`src/rtl/wshb_tester_pkg.sv`:
```
// rtl/wshb_tester_pkg.sv - shared types and LFSR step function for the Wishbone memory tester
package wshb_tester_pkg;

  typedef enum logic [1:0] {
    ST_IDLE   = 2'd0,
    ST_WR_REQ = 2'd1,
    ST_RD_REQ = 2'd2,
    ST_FINISH = 2'd3
  } state_t;

  typedef enum logic [1:0] {
    MODE_ADDR  = 2'd0,
    MODE_LFSR  = 2'd1,
    MODE_WALK  = 2'd2,
    MODE_NADDR = 2'd3
  } mode_t;

  // Fibonacci XOR LFSR, maximal-length taps per data width; result masked to dw bits.
  function automatic logic [63:0] lfsr_next(input logic [63:0] v, input int unsigned dw);
    logic        fb;
    logic [63:0] mask;
    case (dw)
      32'd8:   fb = v[7] ^ v[5] ^ v[4] ^ v[3];
      32'd16:  fb = v[15] ^ v[14] ^ v[12] ^ v[3];
      32'd32:  fb = v[31] ^ v[21] ^ v[1] ^ v[0];
      default: fb = v[63] ^ v[62] ^ v[60] ^ v[59];
    endcase
    mask = {64{1'b1}} >> (32'd64 - dw);
    return ((v << 1) | {63'd0, fb}) & mask;
  endfunction

endpackage

```
`src/rtl/wshb_if.sv`:
```
// rtl/wshb_if.sv - Wishbone classic bus signals with master and slave views
interface wshb_if #(
  parameter int DATA_BYTES = 2,
  parameter int ADDR_WIDTH = 32
);
  localparam int DW = 8 * DATA_BYTES;

  logic [ADDR_WIDTH-1:0] adr;
  logic [DW-1:0]         dat_ms;
  logic [DW-1:0]         dat_sm;
  logic                  we;
  logic [DATA_BYTES-1:0] sel;
  logic                  cyc;
  logic                  stb;
  logic                  ack;

  modport master (output adr, dat_ms, we, sel, cyc, stb, input dat_sm, ack);
  modport slave  (input adr, dat_ms, we, sel, cyc, stb, output dat_sm, ack);
endinterface

```
`src/rtl/wshb_pattern_gen.sv`:
```
// rtl/wshb_pattern_gen.sv - recomputes the test pattern for the current word; owns the LFSR
module wshb_pattern_gen
  import wshb_tester_pkg::*;
#(
  parameter int          DATA_BYTES = 2,
  parameter int          ADDR_WIDTH = 32,
  parameter int          CW         = 11,
  parameter logic [63:0] LFSR_SEED  = 64'hACE1
) (
  input  logic                    clk,
  input  logic                    reset,
  input  mode_t                   mode,
  input  logic [CW-1:0]           idx,
  input  logic [ADDR_WIDTH-1:0]   adr,
  input  logic                    step,
  input  logic                    restart,
  output logic [8*DATA_BYTES-1:0] pattern
);
  localparam int DW = 8 * DATA_BYTES;

  logic [DW-1:0] lfsr_q, lfsr_d, lfsr_first;
  logic [31:0]   walk_sh;

  // Word 0 of each phase is the seed stepped once, so both phases line up word for word.
  assign lfsr_first = DW'(lfsr_next(64'(LFSR_SEED[DW-1:0]), DW));
  assign walk_sh    = 32'(idx) % 32'(DW);

  always_comb begin
    lfsr_d = lfsr_q;
    if (restart) lfsr_d = lfsr_first;
    else if (step) lfsr_d = DW'(lfsr_next(64'(lfsr_q), DW));
  end

  always_ff @(posedge clk) begin
    if (reset) lfsr_q <= lfsr_first;
    else       lfsr_q <= lfsr_d;
  end

  always_comb begin
    pattern = '0;
    case (mode)
      MODE_ADDR:  pattern = DW'(adr);
      MODE_LFSR:  pattern = lfsr_q;
      MODE_WALK:  pattern = DW'(1) << walk_sh;
      MODE_NADDR: pattern = ~DW'(adr);
      default:    pattern = '0;
    endcase
  end
endmodule

```
`src/rtl/wshb_mem_tester.sv`:
```
// rtl/wshb_mem_tester.sv - self-checking Wishbone classic master: write pattern, read back, compare
module wshb_mem_tester
  import wshb_tester_pkg::*;
#(
  parameter int          DATA_BYTES = 2,
  parameter int          ADDR_WIDTH = 32,
  parameter int          N_WORDS    = 1024,
  parameter logic [63:0] BASE_ADDR  = 64'h0,
  parameter logic [63:0] LFSR_SEED  = 64'hACE1,
  parameter int          TIMEOUT    = 1023,
  localparam int         CW         = $clog2(N_WORDS + 1)
) (
  input  logic                  clk,
  input  logic                  reset,
  input  logic                  start,
  input  logic [1:0]            mode,
  output logic                  busy,
  output logic                  done,
  output logic                  pass,
  output logic                  timeout,
  output logic [CW-1:0]         err_count,
  output logic [ADDR_WIDTH-1:0] first_err_addr,
  wshb_if.master                wb
);
  localparam int DW = 8 * DATA_BYTES;
  localparam int TW = $clog2(TIMEOUT + 1);

  state_t                state_q, state_d;
  mode_t                 mode_q, mode_d;
  logic [CW-1:0]         idx_q, idx_d;
  logic [TW-1:0]         wait_q, wait_d;
  logic [CW-1:0]         err_q, err_d;
  logic [ADDR_WIDTH-1:0] first_q, first_d;
  logic                  to_q, to_d;
  logic                  pass_q, pass_d;

  logic                  active, last, step, restart, mismatch;
  logic [ADDR_WIDTH-1:0] cur_adr;
  logic [DW-1:0]         pattern;

  assign active   = (state_q == ST_WR_REQ) || (state_q == ST_RD_REQ);
  assign last     = (idx_q == CW'(N_WORDS - 1));
  assign cur_adr  = ADDR_WIDTH'(BASE_ADDR) + ADDR_WIDTH'(idx_q) * ADDR_WIDTH'(DATA_BYTES);
  assign mismatch = (wb.dat_sm != pattern);

  wshb_pattern_gen #(
    .DATA_BYTES(DATA_BYTES),
    .ADDR_WIDTH(ADDR_WIDTH),
    .CW        (CW),
    .LFSR_SEED (LFSR_SEED)
  ) u_pattern (
    .clk    (clk),
    .reset  (reset),
    .mode   (mode_q),
    .idx    (idx_q),
    .adr    (cur_adr),
    .step   (step),
    .restart(restart),
    .pattern(pattern)
  );

  always_comb begin
    state_d = state_q;
    mode_d  = mode_q;
    idx_d   = idx_q;
    wait_d  = wait_q;
    err_d   = err_q;
    first_d = first_q;
    to_d    = to_q;
    pass_d  = pass_q;
    step    = 1'b0;
    restart = 1'b0;
    case (state_q)
      ST_IDLE: begin
        if (start) begin
          mode_d  = mode_t'(mode);
          idx_d   = '0;
          wait_d  = '0;
          err_d   = '0;
          first_d = '0;
          to_d    = 1'b0;
          pass_d  = 1'b0;
          restart = 1'b1;
          state_d = ST_WR_REQ;
        end
      end
      ST_WR_REQ, ST_RD_REQ: begin
        if (wb.ack) begin
          step   = 1'b1;
          wait_d = '0;
          if (state_q == ST_RD_REQ && mismatch) begin
            if (err_q != '1) err_d = err_q + 1'b1;
            if (err_q == '0) first_d = cur_adr;
          end
          if (!last) begin
            idx_d = idx_q + 1'b1;
          end else if (state_q == ST_WR_REQ) begin
            // The restart overrides the step so the read phase replays from word 0.
            idx_d   = '0;
            restart = 1'b1;
            state_d = ST_RD_REQ;
          end else begin
            pass_d  = (err_d == '0);
            state_d = ST_FINISH;
          end
        end else if (wait_q == TW'(TIMEOUT - 1)) begin
          to_d    = 1'b1;
          pass_d  = 1'b0;
          state_d = ST_FINISH;
        end else begin
          wait_d = wait_q + 1'b1;
        end
      end
      ST_FINISH: state_d = ST_IDLE;
      default:   state_d = ST_IDLE;
    endcase
  end

  always_ff @(posedge clk) begin
    if (reset) begin
      state_q <= ST_IDLE;
      mode_q  <= MODE_ADDR;
      idx_q   <= '0;
      wait_q  <= '0;
      err_q   <= '0;
      first_q <= '0;
      to_q    <= 1'b0;
      pass_q  <= 1'b0;
    end else begin
      state_q <= state_d;
      mode_q  <= mode_d;
      idx_q   <= idx_d;
      wait_q  <= wait_d;
      err_q   <= err_d;
      first_q <= first_d;
      to_q    <= to_d;
      pass_q  <= pass_d;
    end
  end

  assign wb.cyc         = active;
  assign wb.stb         = active;
  assign wb.we          = (state_q == ST_WR_REQ);
  assign wb.sel         = '1;
  assign wb.adr         = active ? cur_adr : '0;
  assign wb.dat_ms      = (state_q == ST_WR_REQ) ? pattern : '0;
  assign busy           = active;
  assign done           = (state_q == ST_FINISH);
  assign pass           = pass_q;
  assign timeout        = to_q;
  assign err_count      = err_q;
  assign first_err_addr = first_q;
endmodule
```
`src/flat_wrapper.sv`:
```
// flat-port wrapper written by rule: the top's interface ports become plain ports
module wshb_mem_tester_flat import wshb_tester_pkg::*;
#(
  parameter int          DATA_BYTES = 2,
  parameter int          ADDR_WIDTH = 32,
  parameter int          N_WORDS    = 1024,
  parameter logic [63:0] BASE_ADDR  = 64'h0,
  parameter logic [63:0] LFSR_SEED  = 64'hACE1,
  parameter int          TIMEOUT    = 1023,
  localparam int         CW         = $clog2(N_WORDS + 1)
)
  (clk, reset, start, mode, busy, done, pass, timeout, err_count, first_err_addr, wb_adr, wb_dat_ms, wb_we, wb_sel, wb_cyc, wb_stb, wb_dat_sm, wb_ack);
  wshb_if #(.DATA_BYTES(DATA_BYTES), .ADDR_WIDTH(ADDR_WIDTH)) wb_i ();
  input  logic clk;
  input  logic reset;
  input  logic start;
  input  logic [1:0] mode;
  output logic busy;
  output logic done;
  output logic pass;
  output logic timeout;
  output logic [CW-1:0] err_count;
  output logic [ADDR_WIDTH-1:0] first_err_addr;
  output wire logic [$bits(wb_i.adr)-1:0] wb_adr;
  output wire logic [$bits(wb_i.dat_ms)-1:0] wb_dat_ms;
  output wire logic [$bits(wb_i.we)-1:0] wb_we;
  output wire logic [$bits(wb_i.sel)-1:0] wb_sel;
  output wire logic [$bits(wb_i.cyc)-1:0] wb_cyc;
  output wire logic [$bits(wb_i.stb)-1:0] wb_stb;
  input wire logic [$bits(wb_i.dat_sm)-1:0] wb_dat_sm;
  input wire logic [$bits(wb_i.ack)-1:0] wb_ack;
  assign wb_adr = wb_i.adr;
  assign wb_dat_ms = wb_i.dat_ms;
  assign wb_we = wb_i.we;
  assign wb_sel = wb_i.sel;
  assign wb_cyc = wb_i.cyc;
  assign wb_stb = wb_i.stb;
  assign wb_i.dat_sm = wb_dat_sm;
  assign wb_i.ack = wb_ack;
  wshb_mem_tester #(.DATA_BYTES(DATA_BYTES), .ADDR_WIDTH(ADDR_WIDTH), .N_WORDS(N_WORDS), .BASE_ADDR(BASE_ADDR), .LFSR_SEED(LFSR_SEED), .TIMEOUT(TIMEOUT)) u_core (.clk(clk), .reset(reset), .start(start), .mode(mode), .busy(busy), .done(done), .pass(pass), .timeout(timeout), .err_count(err_count), .first_err_addr(first_err_addr), .wb(wb_i));
endmodule
```
`config.mk`:
```
export PLATFORM = sky130hd
export DESIGN_NAME = wshb_mem_tester_flat
export DESIGN_NICKNAME = d
export VERILOG_FILES = /design/src/rtl/wshb_tester_pkg.sv /design/src/rtl/wshb_if.sv /design/src/rtl/wshb_pattern_gen.sv /design/src/rtl/wshb_mem_tester.sv /design/src/flat_wrapper.sv
export SDC_FILE = /design/constraint.sdc
export NUM_CORES = 1
export LEC_CHECK = 0
export CAP_MARGIN = 0
export CORE_MARGIN = 1
export CORE_UTILIZATION = 30
export CTS_BUF_LIST = sky130_fd_sc_hd__clkbuf_2 sky130_fd_sc_hd__clkbuf_4 sky130_fd_sc_hd__clkbuf_8
export DETAILED_ROUTE_END_ITERATION = 8
export DONT_BUFFER_PORTS = 1
export PLACE_DENSITY = 0.5
export REMOVE_ABC_BUFFERS = 1
export SLEW_MARGIN = 20
export SYNTH_ARGS = -nofsm -noshare
export SYNTH_HDL_FRONTEND = slang
export SYNTH_SLANG_ARGS = --single-unit
```
`constraint.sdc`:
```
create_clock -name clk -period 2.7 [get_ports clk]
set_input_delay 0.405 -clock clk [delete_from_list [all_inputs] [get_ports clk]]
set_output_delay 0.405 -clock clk [all_outputs]
set_load 0.02 [all_outputs]
```
Word level (Yosys, flattened, before mapping)
Index checks and enable logic that the tools add are counted.
{"block": "word_totals", "ff_bits": 86, "in_bits": 22, "out_inout_bits": 100, "elab_cells": 103}
{"block": "classes", "addsub": 3, "eq_ne": 21, "shift": 1, "muxes": 47, "bitwise": 5, "n_reduce_logical": 17}
{"cell": "32-bit two-way mux", "n": 4}
{"cell": "11-bit two-way mux", "n": 9}
{"cell": "16-bit one-hot mux with 4 select lines", "n": 1}
{"cell": "32-bit one-hot mux with 2 select lines", "n": 1}
{"cell": "11-bit one-hot mux with 2 select lines", "n": 2}
{"cell": "10-bit two-way mux", "n": 3}
{"cell": "11-bit by 1-bit adder with 11-bit output, second input constant", "n": 2}
{"cell": "11-bit logical NOT", "n": 2}
{"cell": "10-bit one-hot mux with 2 select lines", "n": 1}
{"cell": "1-bit two-way mux", "n": 16}
{"cell": "16-bit two-way mux", "n": 1}
{"cell": "16-bit inequality test", "n": 1}
{"cell": "12-bit inverter with 16-bit output", "n": 1}
{"cell": "16-bit by 1-bit OR with 16-bit output", "n": 1}
{"cell": "1-bit by 4-bit left shift with 16-bit output, first input constant", "n": 1}
{"cell": "12-bit two-way mux", "n": 1}
{"cell": "11-bit by 10-bit equality test with 1-bit output, second input constant", "n": 1}
{"cell": "11-bit inequality test, second input constant", "n": 1}
{"cell": "10-bit by 1-bit adder with 10-bit output, second input constant", "n": 1}
{"cell": "10-bit equality test, second input constant", "n": 1}
{"cell": "5-bit AND reduction", "n": 2}
{"cell": "3-bit inequality test, second input constant", "n": 3}
{"cell": "3-bit AND reduction", "n": 3}
{"cell": "2-bit equality test, second input constant", "n": 4}
{"cell": "15 further kinds", "n": 31}

Logic depth before layout (Yosys ltp)
Gate-level depths: netlist of run 1.
{"block": "depth", "depth_word": 12, "depth_mapped": 14}

Cells and area by module
From an unflattened synthesis of run 1, not the netlist that was laid out.
{"block": "unflattened", "hier_cells": 524, "area_unflattened_um2": 4386.7}
{"mod": "wshb_mem_tester", "n_inst": 1, "cells_each": 404, "area_each_um2": 3324.4, "seq_area_each_um2": 980.9}
{"mod": "wshb_pattern_gen", "n_inst": 1, "cells_each": 120, "area_each_um2": 1062.3, "seq_area_each_um2": 320.3}

Least setup slack after synthesis of run 1
Ideal clock, no wire load.
{"block": "synth_timing", "path_type": "register -> register", "start": "register u_core.idx_q[0]", "end": "register u_core.first_q[1], in the netlist u_core.first_err_addr[1]", "t_arrival_ns": 2.897, "required_time_ns": 2.572, "setup_slack_ns": -0.324, "stages_incl_launch_ff": 14, "path_buffers": 2, "cell_sequence": "dfxtp_1 -> inv_1 -> ha_1 -> a311oi_2 -> or4_1 -> nand4_1 -> a2111oi_2 -> nand3_1 -> o31a_1 -> buf_6 -> o221ai_1 -> buf_4 -> mux2i_1 -> nor2_1"}
{"block": "synth_via", "elab_chain_cells": 6, "word_cells_on_any_way": 11, "cone_classes": "eq/ne: 2; shift: 1; mux: 5; bitwise: 1; reduce/logical: 2"}
{"element": "start: declaration", "line_no": "wshb_mem_tester.sv:30", "text": "logic [CW-1:0] idx_q, idx_d;"}
{"element": "start signal: assignment", "line_no": "wshb_mem_tester.sv:132", "text": "idx_q <= idx_d;"}
{"element": "1-bit by 4-bit left shift with 16-bit output or 12-bit inverter with 16-bit output (tied branches)", "line_no": "wshb_pattern_gen.sv:44, wshb_pattern_gen.sv:45"}
{"element": "16-bit one-hot mux with 4 select lines", "line_no": "wshb_pattern_gen.sv:41", "text": "case (mode)"}
{"element": "16-bit inequality test", "line_no": "wshb_mem_tester.sv:44", "text": "assign mismatch = (wb.dat_sm != pattern);"}
{"element": "1-bit logical AND", "line_no": "wshb_mem_tester.sv:91", "text": "if (state_q == ST_RD_REQ && mismatch) begin"}
{"element": "2-bit by 1-bit inequality test with 1-bit output (no line)"}
{"element": "5-bit AND reduction (no line)"}
{"element": "end signal: assignment", "line_no": "wshb_mem_tester.sv:135", "text": "first_q <= first_d;"}
{"element": "end: declaration", "line_no": "wshb_mem_tester.sv:33", "text": "logic [ADDR_WIDTH-1:0] first_q, first_d;"}
Several ways; a longest one is shown, not always the timed one. The select of a mux whose other input is x is not followed.
A chain may end at the register's enable or synchronous reset.

Final worst setup path of run 1
{"block": "layout_timing", "start": "register u_core.mode_q[1]", "end": "register u_core.first_q[2], in the netlist u_core.first_err_addr[2]"}
{"block": "layout_via", "elab_chain_cells": 6, "word_cells_on_any_way": 9, "cone_classes": "eq/ne: 5; mux: 1; reduce/logical: 3"}
{"element": "start: declaration", "line_no": "wshb_mem_tester.sv:29", "text": "mode_t mode_q, mode_d;"}
{"element": "start signal: assignment", "line_no": "wshb_mem_tester.sv:131", "text": "mode_q <= mode_d;"}
{"element": "2-bit equality test, or another cell as far along", "line_no": "wshb_pattern_gen.sv:41"}
{"element": "16-bit one-hot mux with 4 select lines (*)", "line_no": "wshb_pattern_gen.sv:41"}
{"element": "16-bit inequality test (*)", "line_no": "wshb_mem_tester.sv:44"}
{"element": "1-bit logical AND (*)", "line_no": "wshb_mem_tester.sv:91"}
{"element": "2-bit by 1-bit inequality test with 1-bit output (no line) (*)"}
{"element": "5-bit AND reduction (no line) (*)"}
Every way passes the cells marked *; elsewhere a longest branch is shown, timed or not.

==> results of run 1 <==
cells by family (layout without fill, tap and decap cells):
kind of cell | Yosys count | in the layout | synth area share
AOI/OAI and AO/OA | 116 | 116 | 0.179
DFF | 65 | 65 | 0.296
and+or+nand+nor | 239 | 239 | 0.261
buffers and inverters | 89 | 118 | 0.126
muxes | 14 | 14 | 0.0324
xor gates and xnor gates | 30 | 30 | 0.0597
adders and majority gates | 16 | 16 | 0.0455
other | 2 | 44 | 0.00171
final cells by class:
type,count,share of cell area
Clock buffer,13,0.0317
Clock inverter,2,0.0110
Inverter,15,0.0108
Multi-Input combinational cell,459,0.534
Sequential cell,65,0.241
Tap cell,180,0.0413
Timing Repair Buffer,88,0.130
cell usage in the layout, fill, tap and decap left out, drive strengths merged, types with 5 or more instances in the layout:
master,n
o21ai,22
a31oi,8
nor2b,8
nand2,62
dfxtp,65
conb,44
clkbuf,13
xor2,12
nand3,26
and2,17
inv,13
mux2i,12
a21oi,36
nor2,68
a211oi,5
or3,5
buf,88
and3,8
nand4,11
nand2b,5
ha,16
xnor2,18
nor3,14
worst paths after layout:
path,startpoint,end,slack [ns]
worst min register to register,u_core.u_pattern.lfsr_q[2]$_SDFFE_PP0P_,u_core.u_pattern.lfsr_q[3]$_SDFFE_PP0P_,0.48
worst max register to register,u_core.mode_q[1]$_SDFFE_PP0P_,u_core.first_err_addr[2]$_SDFFE_PP0P_,-0.21
worst min-delay path,reset,u_core.first_err_addr[2]$_SDFFE_PP0P_,0.11
worst max-delay path,u_core.mode_q[1]$_SDFFE_PP0P_,u_core.first_err_addr[2]$_SDFFE_PP0P_,-0.21
power breakdown:
| part | leakage (µW) | total (µW) | internal [µW] | switching (µW) |
|---|---|---|---|---|
| logic | 0.00154 | 2450 | 1010 | 1440 |
| registers | 0.000529 | 1190 | 1070 | 127 |
| clock network | 0.000119 | 974 | 601 | 373 |
| total | 0.00219 | 4620 | 2680 | 1940 |
metrics by stage:
stage	total power [µW]	utilization	setup slack, ns	hold slack [ns]	cell area, µm²
global route	4960	0.387	-0.389	0.0809	5450
detailed placement	3350	0.347	-0.563	0.475	4890
floorplan	2530	-	-1.18	0.442	4060
finish	4620	0.387	-0.212	0.107	5450
global placement	3330	0.347	-0.527	0.467	4890
CTS	4620	0.383	-0.212	0.0837	5400
critical path, delay by kind of cell, from the launching register on:
| kind | cells | cell delay (ns) |
|---|---|---|
| buf+inv | 2 | 0.39 |
| flops | 1 | 0.46 |
| compound gates | 3 | 0.99 |
| simple gates | 5 | 0.77 |
| mux | 1 | 0.19 |
layer usage:
| metal | wire length (µm) | part of all wire | global-route usage |
|---|---|---|---|
| met1 | 5600 | 0.45 | 0.217 |
| met2 | 5650 | 0.46 | 0.261 |
| met3 | 771 | 0.062 | 0.0420 |
| met4 | 349 | 0.028 | 0.0911 |
| met5 | 0 | 0 | 0 |
registers in the layout, summed over array words and instances (netlist names):
register                 flops
u_core.first_err_addr       11
u_core.mode_q                2
u_core.idx_q                11
u_core.err_count            11
u_core.u_pattern.lfsr_q     16
u_core.wait_q               10
u_core.timeout               1
u_core.pass                  1
u_core.state_q               2
repair_timing:
item	in CTS	in global routing
hold endpoints to repair	0	0
endpoints found under the setup margin	23	25
pin swaps	34	4
gates cloned	1	0
buffers inserted	8	0
gates resized for setup	52	14
==> metrics.csv, run 1 <==
metric,value,unit
core,14100,µm²
diodes,0,
ir_worst_vdd,318,µV
start_util,0.312,
worst_pin_slew,0.596,ns
synth_most_common_cell,nor2_1,
gp_congestion,0.925,
synthTopCellsByCount,"nor2_1 (68), dfxtp_1 (65), nand2_1 (61)",
power_density,847,nW/µm²
status,"finished, violations left",
crit_chain,buf_12 -> nand4bb_1 -> nand3_1 -> nand4b_1 -> a2111oi_2 -> nand3_1 -> o31a_1 -> o221ai_4 -> buf_6 -> mux2i_1 -> nor2_1,
final_nets,676,
maxCapViolCount,0,
worst_slack,-0.212,ns
cts_tree,built,
clockBufferDepth,2,
ys_seq_area_frac,0.296,
globalRouteOverflowTotal,0,
htree_levels,3,
grt_pass1_wl,19600,µm
wl_per_cell,15.0,µm
yosysTopAreaCell,dfxtp_1,
fin_cells,822,
slew_headroom,0.599,
clock.fmax,343,MHz
grt_use_total,0.169,
hold_path.class,primary input to flip-flop,
synth.top_cell.area_share,0.296,
worst-setup-path-type,flip-flop to flip-flop,
r2r_cells,11,
grt_pass1_vias,3832,
routed_via_density,5.06,
die_y,123,µm
cp_max_fo,25,
drc,0,
ys.flop_type,dfxtp_1,
worst_path_max_delay_cell,dfxtp_1,
skew,0.00891,ns
numPortBuffers,0,
drt-initial-drc-count,189,
final.fill_count,1450,
setup_viol_count_final,20,
cts_made_buffers,9,
period_needed,2.91,ns
antenna_found_initial,0,
clock_sinks,65,
synthTopCellsByArea,"dfxtp_1 (30%), buf_4 (8.7%), nor2_1 (5.8%)",
cp_slowest_stage_delay,0.46,ns
area_growth,23.8,%
vias,4161,
clkTransAtPathRegs,0.07,ns
ant_nets,0,
path_common_cell,nand3_1,
cp-end-kind,flip-flop,
wl,12400,µm
clockRootBuffer,clkbuf_8,
syn-cell-area,4400,µm²
boundaryPins,122,
rsz0062_at_grt,yes,
setup_tns,-2.80,ns
chipWidth,123,µm
synthCells,571,
dp_hpwl,9290,µm
startpoint_type,flip-flop,
slew_viol_final,0,
multi_input_comb_area,2910,µm²
final_layout_size_suffix_gt1_frac,0.237,
required,2.96,ns
grt_max_degree,31,
cp.arrival,3.17,ns
row_count,43,
die_area,15200,µm²
ys_seq_elements,65,
clock_latency,0.36,ns
dr.pass1.iters,7,
netlist-cell-type-count,63,
cts-hold-fix-buffers,0,
dp.cells,798,
synth_edf_count,0,
timing.final.hold_violations,0,
ff_latch_area,1310,µm²
finalCritPeriodShare,1.08,
whs_path_depth,1,
p_leak,0.00219,µW
avgSynthCellArea,7.71,µm²
violations,setup timing,
ys_warn_count,0,
synthArstFlopShare,0,
(Power assumes the default switching activity.)
==> run 2: changes to the inputs <==
- PLACE_DENSITY: 0.5 -> not set
- PLACE_DENSITY_LB_ADDON: not set -> 0.05
==> metrics.csv, run 2 (synthesis results as in run 1) <==
metric,value,unit,change
status,"finished, violations left",,
violations,setup timing,,
grt_use_total,0.177,,+0.00799
slew_viol_final,0,,unchanged
cp_slowest_stage_delay,0.39,ns,-0.07 ns
required,2.96,ns,about the same
p_comb_frac,0.546,,+0.015
period_needed,2.94,ns,+0.0281 ns
worst-setup-path-type,flip-flop to flip-flop,,
chipWidth,123,µm,unchanged
grt_max_degree,31,,unchanged
p_leak,0.00223,µW,+2.1%
power_frac_seq,0.254,,-0.004
hold_path.class,primary input to flip-flop,,
worst_pin_slew,0.655,ns,+0.0584 ns
routed_via_density,4.98,,-1.6%
ir_worst_vdd,338,µV,+6.2%
skew,0.0101,ns,+0.00121 ns
cp.arrival,3.20,ns,+0.03 ns
clockRootBuffer,clkbuf_8,,
timing.final.hold_violations,0,,unchanged
largest_reg_flops,16,,unchanged
vias,4146,,-0.36%
crit_family,compound AO/OA/AOI/OAI gates,,
numPortBuffers,0,,unchanged
final_cell_mix,"buf_4 (86), nor2_1 (67), dfxtp_1 (60)",,
power_density,842,nW/µm²,-0.63%
final_layout_size_suffix_gt1_frac,0.248,,+0.0117
rsz0062_at_grt,yes,,
start_util,0.312,,unchanged
maxCapViolCount,0,,unchanged
swShare,0.433,,+0.0132
wl_per_cell,16.0,µm,+6.3%
final_nets,685,,+1.3%
drt-initial-drc-count,198,,+4.8%
die_y,123,µm,unchanged
diodes,0,,unchanged
final.fill_count,1469,,+1.3%
clock.fmax,340,MHz,-0.95%
worst_slack,-0.240,ns,-0.0281 ns
gp_congestion,0.884,,-4.4%
cts_tree,built,,
largest-register,u_core.u_pattern.lfsr_q,,
clkTransAtPathRegs,0.08,ns,about the same
setup_viol_count_final,23,,+15%
worst_path_max_delay_cell,dfxtp_4,,
final_common_cell,buf_4,,
cp-end-kind,flip-flop,,
cts_made_buffers,9,,unchanged
row_count,43,,unchanged
cp.buffers_inverters,4,,+2
ant_nets,0,,unchanged
internal_power,2650,µW,-1.0%
crit_chain,inv_4 -> buf_6 -> ha_4 -> a41oi_4 -> or3_1 -> nand4b_1 -> a2111oi_2 -> nand3_1 -> buf_4 -> o31ai_2 -> buf_4 -> nor2_4 -> a41o_1 -> a41o_1,,
slew_headroom,0.560,,-0.0393
clock_sinks,65,,unchanged
boundaryPins,122,,unchanged
dp_hpwl,10100,µm,+8.5%
clock_latency,0.37,ns,about the same
antenna_found_initial,0,,unchanged
dr.pass1.iters,5,,-2
htree_levels,3,,unchanged
wl,13300,µm,+7.6%
finalCritPeriodShare,1.09,,+0.0104
setup_tns,-3.14,ns,-0.333 ns
die_area,15200,µm²,unchanged
area_growth,26.2,%,
grt_pass1_vias,3776,,-1.5%
cp_max_fo,5,,-80%
globalRouteOverflowTotal,0,,unchanged
p_sw,2030,µW,+4.5%
grt_pass1_wl,20100,µm,+2.8%
pwr-share-clk,0.201,,-0.010
core,14100,µm²,unchanged
clockBufferDepth,2,,unchanged
startpoint_type,flip-flop,,
drc,0,,unchanged
utilization,0.394,,+0.00746
[run 2: path summary, 6_finish.rpt]
check / start / to / slack, ns / cells after the start
worst max-delay path: u_core.idx_q[1]$_SDFFE_PP0P_ / u_core.pass$_SDFFE_PP0P_ / -0.24 / 14
worst max register to register: u_core.idx_q[1]$_SDFFE_PP0P_ / u_core.pass$_SDFFE_PP0P_ / -0.24 / 14
worst min-delay path: reset / u_core.mode_q[1]$_SDFFE_PP0P_ / 0.10 / 1
worst min register to register: u_core.u_pattern.lfsr_q[1]$_SDFFE_PP1P_ / u_core.u_pattern.lfsr_q[2]$_SDFFE_PP0P_ / 0.48 / 2
[run 2: power groups by stage]
stage	clock, µW	sequential, µW	combinational, µW
after global placement	0	1180	2230
after CTS	978	1190	2540
after floorplan	0	1210	1320
after global routing	1010	1200	2790
final	938	1190	2550
after detailed placement	0	1190	2220
[run 2: timing repair]
item / CTS / global route
resized for setup: 57 / 12
pin swaps: 29 / 5
hold buffers: 0 / 0
setup buffers: 7 / 2
gates cloned: 2 / 0
endpoints found under the setup margin: 23 / 27
[run 2: routing by layer]
| layer | part of all wire | routed length, µm | vias to the layer above | track usage |
|---|---|---|---|---|
| met1 | 0.49 | 6510 | 1923 | 0.244 |
| met5 | 0 | 0 | - | 0 |
| met3 | 0.058 | 767 | 23 | 0.0438 |
| met4 | 0.029 | 384 | 0 | 0.0798 |
| li1 | - | - | 2064 | - |
| met2 | 0.42 | 5650 | 136 | 0.259 |
[run 2: metrics by stage]
step | cell area [µm²] | worst slack [ns] | hold slack, ns | cells | total power, µW
after floorplan | 4060 | -1.18 | 0.442 | 539 | 2530
after global placement | 4950 | -0.387 | 0.464 | 806 | 3410
after detailed placement | 4950 | -0.480 | 0.473 | 806 | 3410
after CTS | 5510 | -0.206 | 0.0654 | 831 | 4710
after global routing | 5560 | -0.372 | 0.0687 | 832 | 5000
final | 5560 | -0.240 | 0.101 | 832 | 4680
[run 2: cell type report]
type | count | area [µm²] | share of cell area
clock inverter | 7 | 93.8 | 0.0169
multi-input combinational | 459 | 2940 | 0.529
tap | 180 | 225 | 0.0405
clock buffer | 9 | 124 | 0.0223
inverter | 15 | 58.8 | 0.0106
timing repair buffer | 97 | 800 | 0.144
sequential | 65 | 1320 | 0.237
==> run 3: changes to the inputs <==
--- a/config.mk
+++ b/config.mk
@@ -15,2 +15,3 @@
 export REMOVE_ABC_BUFFERS = 1
+export SKIP_CTS_REPAIR_TIMING = 1
 export SLEW_MARGIN = 20
==> constraint.sdc (replaced) <==
create_clock -name clk -period 2.7 [get_ports clk]
set_input_delay 0.54 -clock clk [delete_from_list [all_inputs] [get_ports clk]]
set_output_delay 0.54 -clock clk [all_outputs]
set_load 0.02 [all_outputs]
==> metrics.csv, run 3 (synthesis results as in run 1) <==
metric,value,unit,change
globalRouteOverflowTotal,0,,unchanged
worst_slack,-0.173,ns,+0.0671 ns
wl,13500,µm,+1.6%
clockBufferDepth,2,,unchanged
setup_viol_count_final,20,,-13%
clock.fmax,348,MHz,+2.3%
die_area,15200,µm²,unchanged
required,3.01,ns,+0.05 ns
slew_headroom,0.531,,-0.0287
drc,0,,unchanged
numPortBuffers,0,,unchanged
final_cell_mix,"buf_4 (86), nor2_1 (66), dfxtp_1 (60)",,
cp-end-kind,flip-flop,,
clkTransAtPathRegs,0.08,ns,about the same
dr.max_layer_used,met4,,
grt_use_total,0.177,,-0.000190
final_nets,684,,-0.15%
final_layout_size_suffix_gt1_frac,0.263,,+0.0142
maxCapViolCount,0,,unchanged
cts_made_buffers,9,,unchanged
worst_path_max_delay_cell,o31a_1,,
met2_length,5910,µm,+4.6%
routed_via_density,5.02,,+0.68%
cp_max_fo,10,,+5
crit_chain,buf_6 -> ha_4 -> ha_4 -> nand2_1 -> o221a_2 -> a21oi_2 -> xnor2_1 -> o2111ai_2 -> o31a_1 -> buf_6 -> a21o_1 -> a221oi_2 -> a41o_1,,
slew_viol_final,0,,unchanged
internal_power,2550,µW,-3.8%
p_leak,0.00223,µW,-0.40%
htree_levels,3,,unchanged
period_needed,2.87,ns,-0.0671 ns
diodes,0,,unchanged
clock_sinks,65,,unchanged
area_growth,27.2,%,
clockRootBuffer,clkbuf_8,,
grt_pass1_vias,3772,,-0.11%
die_y,123,µm,unchanged
chipWidth,123,µm,unchanged
pwr-share-clk,0.182,,-0.019
row_count,43,,unchanged
dr.pass1.iters,4,,-1
swShare,0.446,,+0.0129
grt_max_degree,31,,unchanged
ir_worst_vdd,321,µV,-5.1%
vias,4169,,+0.55%
ant_nets,0,,unchanged
dp_hpwl,10100,µm,+0.37%
final.fill_count,1469,,unchanged
timing.final.hold_violations,0,,unchanged
grt_pass1_wl,20100,µm,-0.31%
boundaryPins,122,,unchanged
cp_slowest_stage_delay,0.42,ns,+0.03 ns
wl_met3,802,µm,+4.6%
drt-initial-drc-count,225,,+14%
p_comb_frac,0.561,,+0.015
violations,setup timing,,
skew,0.00845,ns,-0.00166 ns
antenna_found_initial,0,,unchanged
wl_met1,6470,µm,-0.63%
gp_congestion,0.881,,-0.32%
status,"finished, violations left",,
cts_tree,built,,
p_sw,2050,µW,+1.4%
worst-setup-path-type,flip-flop to flip-flop,,
cp.arrival,3.19,ns,about the same
largest-register,u_core.u_pattern.lfsr_q,,
core,14100,µm²,unchanged
startpoint_type,flip-flop,,
wl_per_cell,16.3,µm,+1.7%
start_util,0.312,,unchanged
power_frac_seq,0.257,,+0.003
finalCritPeriodShare,1.06,,-0.0248
worst_pin_slew,0.697,ns,+0.0427 ns
power_density,823,nW/µm²,-2.3%
rsz0062_at_grt,yes,,
clock_latency,0.36,ns,about the same
hold_path.class,primary input to flip-flop,,
largest_reg_flops,16,,unchanged
utilization,0.397,,+0.00302
final_common_cell,buf_4,,
setup_tns,-1.93,ns,+1.21 ns
[run 3: path summary, 6_finish.rpt]
check	cells past startpoint	to	slack, ns	from
max	13	u_core.pass$_SDFFE_PP0P_	-0.17	u_core.idx_q[1]$_SDFFE_PP0P_
min	1	u_core.first_err_addr[7]$_SDFFE_PP0P_	0.24	reset
max reg2reg	13	u_core.pass$_SDFFE_PP0P_	-0.17	u_core.idx_q[1]$_SDFFE_PP0P_
min reg2reg	2	u_core.u_pattern.lfsr_q[2]$_SDFFE_PP0P_	0.48	u_core.u_pattern.lfsr_q[1]$_SDFFE_PP1P_
[run 3: power groups by stage]
stage	registers, µW	logic (µW)	clock network (µW)
6_report	1190	2580	836
5_1_grt	1200	2840	920
4_1_cts	1170	2240	882
3_3_place_gp	1180	2240	0
2_1_floorplan	1210	1320	0
3_5_place_dp	1190	2230	0
[run 3: critical path, delay by kind of cell (launching register included)]
kind | cells | cell delay, ns
compound gates | 7 | 1.62
flops | 1 | 0.38
fa+ha+maj | 2 | 0.31
buf+inv | 2 | 0.28
xor+xnor | 1 | 0.15
simple gates | 1 | 0.07
[run 3: area by class of cell]
type                       instances  area [µm²]  share of cell area
clock buffer                       9         124              0.0221
clock inverter                     7        71.3              0.0127
inverter                          15        62.6              0.0112
multi-input combinational        459        3000               0.537
sequential                        65        1320               0.235
tap                              180         225              0.0402
timing repair buffer              96         793               0.142
[run 3: layer usage]
layer / vias to the layer above / track usage
met5: - / 0
met2: 129 / 0.257
met1: 1957 / 0.245
met4: 0 / 0.0813
li1: 2062 / -
met3: 21 / 0.0438
[run 3: through the flow]
stage | cell area [µm²] | hold WS, ns | worst slack, ns | std cells | power [µW]
finish | 5600 | 0.240 | -0.173 | 831 | 4610
floorplan | 4060 | 0.442 | -1.18 | 539 | 2530
global route | 5600 | 0.200 | -0.320 | 831 | 4960
CTS | 5150 | 0.211 | -0.502 | 822 | 4290
detailed placement | 4950 | 0.463 | -0.479 | 806 | 3420
global placement | 4950 | 0.462 | -0.375 | 806 | 3420
